## src/rtl/desired_drive_ramp.sv

```systemverilog
// Assist-current calculator: clamps the sensor inputs, forms a saturated
// torque*cadence*incline*setting product over a valid-tagged pipeline, then slew-limits it.
module desired_drive_ramp #(
  parameter int                  TORQUE_W    = 12,
  parameter logic [TORQUE_W-1:0] TORQUE_MIN  = 'h380,
  parameter int                  INCL_W      = 13,
  parameter int                  CAD_W       = 5,
  parameter int                  CAD_OFFSET  = 32,
  parameter int                  INCL_OFFSET = 256,
  parameter int                  SET_W       = 2,
  parameter int                  OUT_W       = 12,
  parameter int                  SHIFT       = 14,
  parameter int                  RAMP_UP     = 64,
  parameter int                  RAMP_DN     = 128
) (
  input  logic                     clk,
  input  logic                     rst,
  input  logic                     in_vld,
  input  logic [TORQUE_W-1:0]      avg_torque,
  input  logic [CAD_W-1:0]         cadence_vec,
  input  logic signed [INCL_W-1:0] incline,
  input  logic [SET_W-1:0]         setting,
  input  logic                     brake,
  output logic                     out_vld,
  output logic [OUT_W-1:0]         target_curr,
  output logic                     raw_sat
);

  localparam int CF_W = CAD_W + 1;
  localparam int IL_W = 9;
  localparam int P2_W = CF_W + IL_W;
  localparam int P3_W = P2_W + TORQUE_W;
  localparam int P4_W = P3_W + SET_W;
  localparam int TOP  = SHIFT + OUT_W;

  // Input capture stage keeps the clamp logic off the sensor-block paths.
  logic                     vld0;
  logic [TORQUE_W-1:0]      torque0;
  logic [CAD_W-1:0]         cad0;
  logic signed [INCL_W-1:0] incl0;
  logic [SET_W-1:0]         set0;

  logic                vld1, vld2, vld3, vld4;
  logic [TORQUE_W-1:0] tp1, tp2;
  logic [CF_W-1:0]     cf1;
  logic [IL_W-1:0]     il1;
  logic [SET_W-1:0]    set1, set2, set3;
  logic [P2_W-1:0]     ci2;
  logic [P3_W-1:0]     p3;
  logic [OUT_W-1:0]    raw4;
  logic                sat4;

  int                  incl_sat_c, incl_lim_c;
  logic [IL_W-1:0]     il_c;
  logic [CF_W-1:0]     cf_c;
  logic [TORQUE_W-1:0] tp_c;
  logic [P4_W-1:0]     prod4_c;
  logic                sat4_c;
  logic [OUT_W-1:0]    raw4_c;
  logic [OUT_W-1:0]    up_diff, dn_diff, ramp_c;

  always_comb begin
    incl_sat_c = int'(incl0);
    if (incl_sat_c > 511)       incl_sat_c = 511;
    else if (incl_sat_c < -512) incl_sat_c = -512;
    incl_lim_c = incl_sat_c + INCL_OFFSET;
    if (incl_lim_c > 511)       incl_lim_c = 511;
    else if (incl_lim_c < 0)    incl_lim_c = 0;
    il_c = IL_W'(incl_lim_c);
    cf_c = (cad0[CAD_W-1:1] == '0) ? '0 : CF_W'(cad0) + CF_W'(CAD_OFFSET);
    tp_c = (torque0 > TORQUE_MIN) ? torque0 - TORQUE_MIN : '0;
  end

  always_comb begin
    prod4_c = P4_W'(p3) * P4_W'(set3);
    sat4_c  = (prod4_c >> TOP) != '0;
    raw4_c  = sat4_c ? '1 : prod4_c[TOP-1:SHIFT];
  end

  // Steps never overshoot raw, so the result stays inside [0, 2^OUT_W-1].
  always_comb begin
    up_diff = raw4 - target_curr;
    dn_diff = target_curr - raw4;
    ramp_c  = target_curr;
    if (raw4 > target_curr)
      ramp_c = target_curr + ((up_diff > OUT_W'(RAMP_UP)) ? OUT_W'(RAMP_UP) : up_diff);
    else if (raw4 < target_curr)
      ramp_c = target_curr - ((dn_diff > OUT_W'(RAMP_DN)) ? OUT_W'(RAMP_DN) : dn_diff);
  end

  always_ff @(posedge clk or posedge rst) begin
    if (rst) begin
      {vld0, vld1, vld2, vld3, vld4} <= '0;
    end else if (brake) begin
      {vld0, vld1, vld2, vld3, vld4} <= '0;
    end else begin
      vld0 <= in_vld;
      vld1 <= vld0;
      vld2 <= vld1;
      vld3 <= vld2;
      vld4 <= vld3;
    end
  end

  always_ff @(posedge clk or posedge rst) begin
    if (rst) begin
      torque0 <= '0; cad0 <= '0; incl0 <= '0; set0 <= '0;
      tp1 <= '0; cf1 <= '0; il1 <= '0; set1 <= '0;
      ci2 <= '0; tp2 <= '0; set2 <= '0;
      p3 <= '0; set3 <= '0;
      raw4 <= '0; sat4 <= 1'b0;
    end else begin
      torque0 <= avg_torque; cad0 <= cadence_vec; incl0 <= incline; set0 <= setting;
      tp1 <= tp_c; cf1 <= cf_c; il1 <= il_c; set1 <= set0;
      ci2 <= P2_W'(cf1) * P2_W'(il1); tp2 <= tp1; set2 <= set1;
      p3 <= P3_W'(ci2) * P3_W'(tp2); set3 <= set2;
      raw4 <= raw4_c; sat4 <= sat4_c;
    end
  end

  always_ff @(posedge clk or posedge rst) begin
    if (rst) begin
      target_curr <= '0;
      out_vld     <= 1'b0;
      raw_sat     <= 1'b0;
    end else if (brake) begin
      target_curr <= '0;
      out_vld     <= 1'b0;
      raw_sat     <= 1'b0;
    end else begin
      out_vld <= vld4;
      raw_sat <= vld4 & sat4;
      if (vld4) target_curr <= ramp_c;
    end
  end

endmodule

```

## config.mk

```make
export PLATFORM = sky130hd
export DESIGN_NAME = desired_drive_ramp
export DESIGN_NICKNAME = d
export VERILOG_FILES = /design/src/rtl/desired_drive_ramp.sv
export SDC_FILE = /design/constraint.sdc
export NUM_CORES = 1
export LEC_CHECK = 0
export CORE_MARGIN = 2
export CORE_UTILIZATION = 30
export CTS_CLUSTER_DIAMETER = 80
export CTS_CLUSTER_SIZE = 16
export DETAILED_ROUTE_END_ITERATION = 8
export GPL_ROUTABILITY_DRIVEN = 0
export SYNTH_ARGS = -nofsm -noshare
export SYNTH_HDL_FRONTEND = slang
export SYNTH_SLANG_ARGS = --single-unit
```

## constraint.sdc

```tcl
create_clock -name clk -period 12.6 [get_ports clk]
set_input_delay 3.15 -clock clk [delete_from_list [all_inputs] [get_ports clk]]
set_output_delay 3.15 -clock clk [all_outputs]
set_load 0.01 [all_outputs]
```

; After elaboration in Yosys (flattened, before gate mapping)
; Cells that the tools add are included.
[word_totals]
ff_bits = 151
[op_classes]
addsub = 7
n_mul = 3
order_cmp = 9
mux = 20
n_bitwise = 1
reduce_logical = 5
[ops]
columns = cell, count
row1 = 2-to-1 mux 12 bit, 8
row2 = 2-to-1 mux 32 bit, 2
row3 = subtractor 12 bit, 3
row4 = adder 32 x 10 -> 32 bit (second input constant), 1
row5 = > comparator 32 x 10 -> 1 bit (second input constant), 1
row6 = < comparator 32 x 1 -> 1 bit (second input constant), 1
row7 = multiplier 27 x 2 -> 29 bit, 1
row8 = nonzero test 29 bit, 1
row9 = multiplier 15 x 12 -> 27 bit, 1
row10 = 2-to-1 mux 9 bit, 2
row11 = multiplier 6 x 9 -> 15 bit, 1
row12 = > comparator 13 x 10 -> 1 bit (second input constant), 1
row13 = < comparator 13 x 10 -> 1 bit (second input constant), 1
row14 = adder 12 bit, 1
row15 = > comparator 12 x 10 -> 1 bit (second input constant), 1
row16 = > comparator 12 bit, 1
row17 = > comparator 12 x 7 -> 1 bit (second input constant), 1
row18 = > comparator 12 x 8 -> 1 bit (second input constant), 1
row19 = < comparator 12 bit, 1
row20 = subtractor 12 x 10 -> 12 bit (second input constant), 1
row21 = 2-to-1 mux 1 bit, 7
row22 = adder 5 x 6 -> 6 bit (second input constant), 1
row23 = 2-to-1 mux 6 bit, 1
row24 = logical NOT 4 bit, 1
row25 = 4 further kinds, 4

; Logic depth before layout (Yosys ltp)
[depth]
word_depth = 8
mapped_depth = 25

; Least setup slack after synthesis
; No wires, ideal clock.
[synth_path]
path_kind = flip-flop to flip-flop
startpoint = reg tp2[11]
endpoint = reg p3[25]
arrival_time_ns = 5.369
required_time_ns = 12.520
path_slack_ns = 7.151
stages_incl_launch_ff = 21
path_buffers = 1
path_cell_list = dfrtp_1 clkbuf_1 nand2_1 fa_1 fa_1 inv_1 fa_1 inv_1 fa_1 inv_1 fa_1 ha_1 and2_1 nand3_1 o211ai_1 a221oi_2 o21ai_1 a2111oi_0 o21bai_1 a21oi_1 xnor2_1
[synth_between]
elab_chain_cells = 1
[synth_rtl]
columns = item, line
row1 = start: declaration, 44  ; logic [TORQUE_W-1:0] tp1, tp2;
row2 = start signal: assignment, 115  ; ci2 <= P2_W'(cf1) * P2_W'(il1); tp2 <= tp1; set2 <= set1;
row3 = multiplier 15 x 12 -> 27 bit, 116  ; p3 <= P3_W'(ci2) * P3_W'(tp2); set3 <= set2;
row4 = end signal: assignment, 116
row5 = end: declaration, 49  ; logic [P3_W-1:0] p3;
; Every way passes these cells.
; A chain may end at the register's enable or synchronous reset.

; Worst setup path after layout
[layout_path]
startpoint = reg target_curr[1]
endpoint = reg target_curr[11]
[layout_between]
elab_chain_cells = 8
[layout_rtl]
columns = item, line
row1 = start: declaration, 25  ; output logic [OUT_W-1:0] target_curr,
row2 = start signal: assignment, 133  ; if (vld4) target_curr <= ramp_c;
row3 = subtractor 12 bit, 83  ; dn_diff = target_curr - raw4;
row4 = > comparator 12 x 8 -> 1 bit, 88  ; ramp_c = target_curr - ((dn_diff > OUT_W'(RAMP_DN)) ? OUT_W'(RAMP_DN) : dn_diff);
row5 = 2-to-1 mux 12 bit, 88
row6 = subtractor 12 bit, 88
row7 = 2-to-1 mux 12 bit, 87  ; else if (raw4 < target_curr)
row8 = 2-to-1 mux 12 bit, 85  ; if (raw4 > target_curr)
row9 = 2-to-1 mux 12 bit, 133
row10 = 2-to-1 mux 12 bit, 126  ; end else if (brake) begin
; Parallel ways exist; a longest one is shown, timed or not. The select of a mux whose other input is x is not followed.

==> results_dict.tcl <==
set metrics [dict create \
    outcome "finished, final reports clean" \
    gr-total-overflow 0 \
    timing.slew.headroom_pct 32.7 \
    synth_edf_count 0 \
    rsz0062_at_grt "false" \
    worstSetupEndpointType "flop" \
    synthesis.instances 1549 \
    antennaDiodeCount 0 \
    synthTopCellsByCount "inv_1, nand2_1, fa_1" \
    post-route-period-util_pct 47.5 \
    dp_hpwl_um 23300 \
    synth_fp_nets 1904 \
    postCtsSetupRepairBufs 0 \
    slew_violations 0 \
    grt_use_total_pct 12.1 \
    hold_depth 0 \
    htreeDepth 4 \
    max_freq_mhz 167 \
    row_count 81 \
    yosys_warnings 0 \
    antenna_found_initial 0 \
    crit_path_max_fanout 7 \
    worstSetupPathType "flop to flop" \
    drive_above_1_share_pct 4.52 \
    die_x_um 226 \
    cp_data_arrival_time_ns 6.32 \
    nets 1913 \
    areaGrowthSynthToFinish_pct 11.3 \
    required_ns 12.93 \
    start_util_pct 30.3 \
    grt_max_degree 103 \
    synth_area_leader_cell "dfrtp_1" \
    setup-violations-final 0 \
    cts-buffers-inserted 17 \
    cts_sinks 151 \
    viasPerCell 4.52 \
    yosysSeqAreaShare_pct 25.6 \
    cts.reportedPaths.clkPinSlew_ns 0.07 \
    vias 10100 \
    reg2reg_depth 22 \
    routed_wl_um 28500 \
    cap_violations 0 \
    synth_top_area_share_pct 25.6 \
    grt_pass1_vias 10800 \
    ioPinCount 50 \
    skew_ns 0.00917 \
    cts_resized 0 \
    worst_pin_slew_ns 1.00 \
    synth-async-reset-ratio_pct 100 \
    grt_pass1_wl_um 50400 \
    die_area_sq_mm 0.0510 \
    synthFlopType "dfrtp_1" \
    hold_path.class "flop to flop" \
    postRouteAntennaNets 0 \
    avgSynthCellArea_sq_um 9.54 \
    initialDrtViolationCount 303 \
    drc 0 \
    core_area_sq_mm 0.0487 \
    yosysUniqueCellTypes 75 \
    finalHoldViolCount 0 \
    synth.cell_area_sq_mm 0.0148 \
    timing.final.crit_period_ns 5.98 \
    wl_per_cell_um 12.7 \
    yosys.cell_count.top_type "inv_1" \
    portBuffers 49 \
    cts_tree "done" \
    cts_hold_buf 0 \
    die_h_um 226 \
    synthTopCellsByArea "dfrtp_1, fa_1, ha_1" \
    cts_max_path_buffers 2 \
    ys_ff_latch 151 \
    cts-root-buf "clkbuf_16" \
    clock_latency_ns 0.46 \
    tns_ns 0 \
    first_pass_iters 5 \
    cp-start-kind "flop" \
]
-- metal layers --
metal,up-vias,wire length [um],GRT usage [%]
met2,117,14500,22.0
met5,-,0,0
met3,34,852,2.67
met4,0,410,3.50
li1,5003,-,-
met1,4951,12700,14.2
-- registers in the layout (all words and copies together), names as in the netlist, 2 cells and up --
signal / cells
p3: 27
target_curr: 12
set2: 2
il1: 9
torque0: 12
cad0: 5
set1: 2
set0: 2
raw4: 12
tp2: 12
tp1: 12
cf1: 6
ci2: 15
incl0: 13
set3: 2
-- cells by family after synthesis --
logic type      Yosys count  share of synthesized area, %
compound gates          230                          11.1
simple gates            493                          16.8
flops                   151                          25.6
mux                       4                         0.271
fa+ha+maj               319                          35.2
buf+inv                 294                          7.61
xor+xnor                 58                          3.44
-- stage by stage --
stage	utilization, %	cell area, sq um	hold WS (ns)	instances	setup slack (ns)
2_1_floorplan	-	14800	0.331	1549	5.39
3_3_place_gp	32.5	15900	0.338	2203	6.78
3_5_place_dp	32.5	15900	0.338	2203	6.64
4_1_cts	33.7	16500	0.353	2235	6.62
5_1_grt	33.7	16500	0.357	2235	6.05
6_report	33.7	16500	0.350	2235	6.62
-- cell type report --
cell class | count | area, sq um
clock buffers | 18 | 429
well taps | 664 | 831
flip-flops and latches | 151 | 3780
multi-input cells | 1104 | 9870
repair buffers | 50 | 498
clock inverters | 14 | 159
fillers | 4913 | 32300
inverters | 234 | 883
-- placed cells by master, fill, tap and decap left out, types with 19 or more instances in the layout --
cell type	Yosys	final
clkdlybuf4s50_1	0	49
o21ai_0	39	39
nor2_1	45	45
ha_1	157	157
a21oi_1	58	58
nand3_1	20	20
nor2b_1	27	27
inv_1	233	232
o21a_1	19	19
nand2_1	194	194
fa_1	162	162
xnor2_1	44	44
dfrtp_1	151	151
and2_1	136	136
a21o_1	22	22
-- path summary, 6_finish.rpt --
path | endpoint | startpoint | slack, ns
min | tp2[4] | tp1[4] | 0.35
min reg2reg | tp2[4] | tp1[4] | 0.35
max | target_curr[11] | target_curr[1] | 6.62
max in group asynchronous | torque0[10] | rst | 8.11
min in group asynchronous | target_curr[10] | rst | 3.30
max reg2reg | target_curr[11] | target_curr[1] | 6.62
-- worst max-delay path: stages, from the launching register on --
cell and delay [ns]:
dfrtp_1 0.52, inv_1 0.14, ha_1 0.34, nor2b_1 0.15, o31a_1 0.27, o21a_1 0.22, o311a_1 0.35, o21bai_1 0.17
nand3_1 0.15, o211ai_2 0.16, or2_2 0.32, ha_1 0.26, or3_1 0.38, a32oi_1 0.20, ha_1 0.29, o211ai_1 0.16
a31oi_1 0.15, o21ai_0 0.24, o21ai_0 0.20, o41ai_1 0.76, nor4b_1 0.12, mux2i_1 0.18, nand4_1 0.09
Power is not shown: default switching activity piles up to over one toggle a cycle in this logic, so the estimate is an artifact.
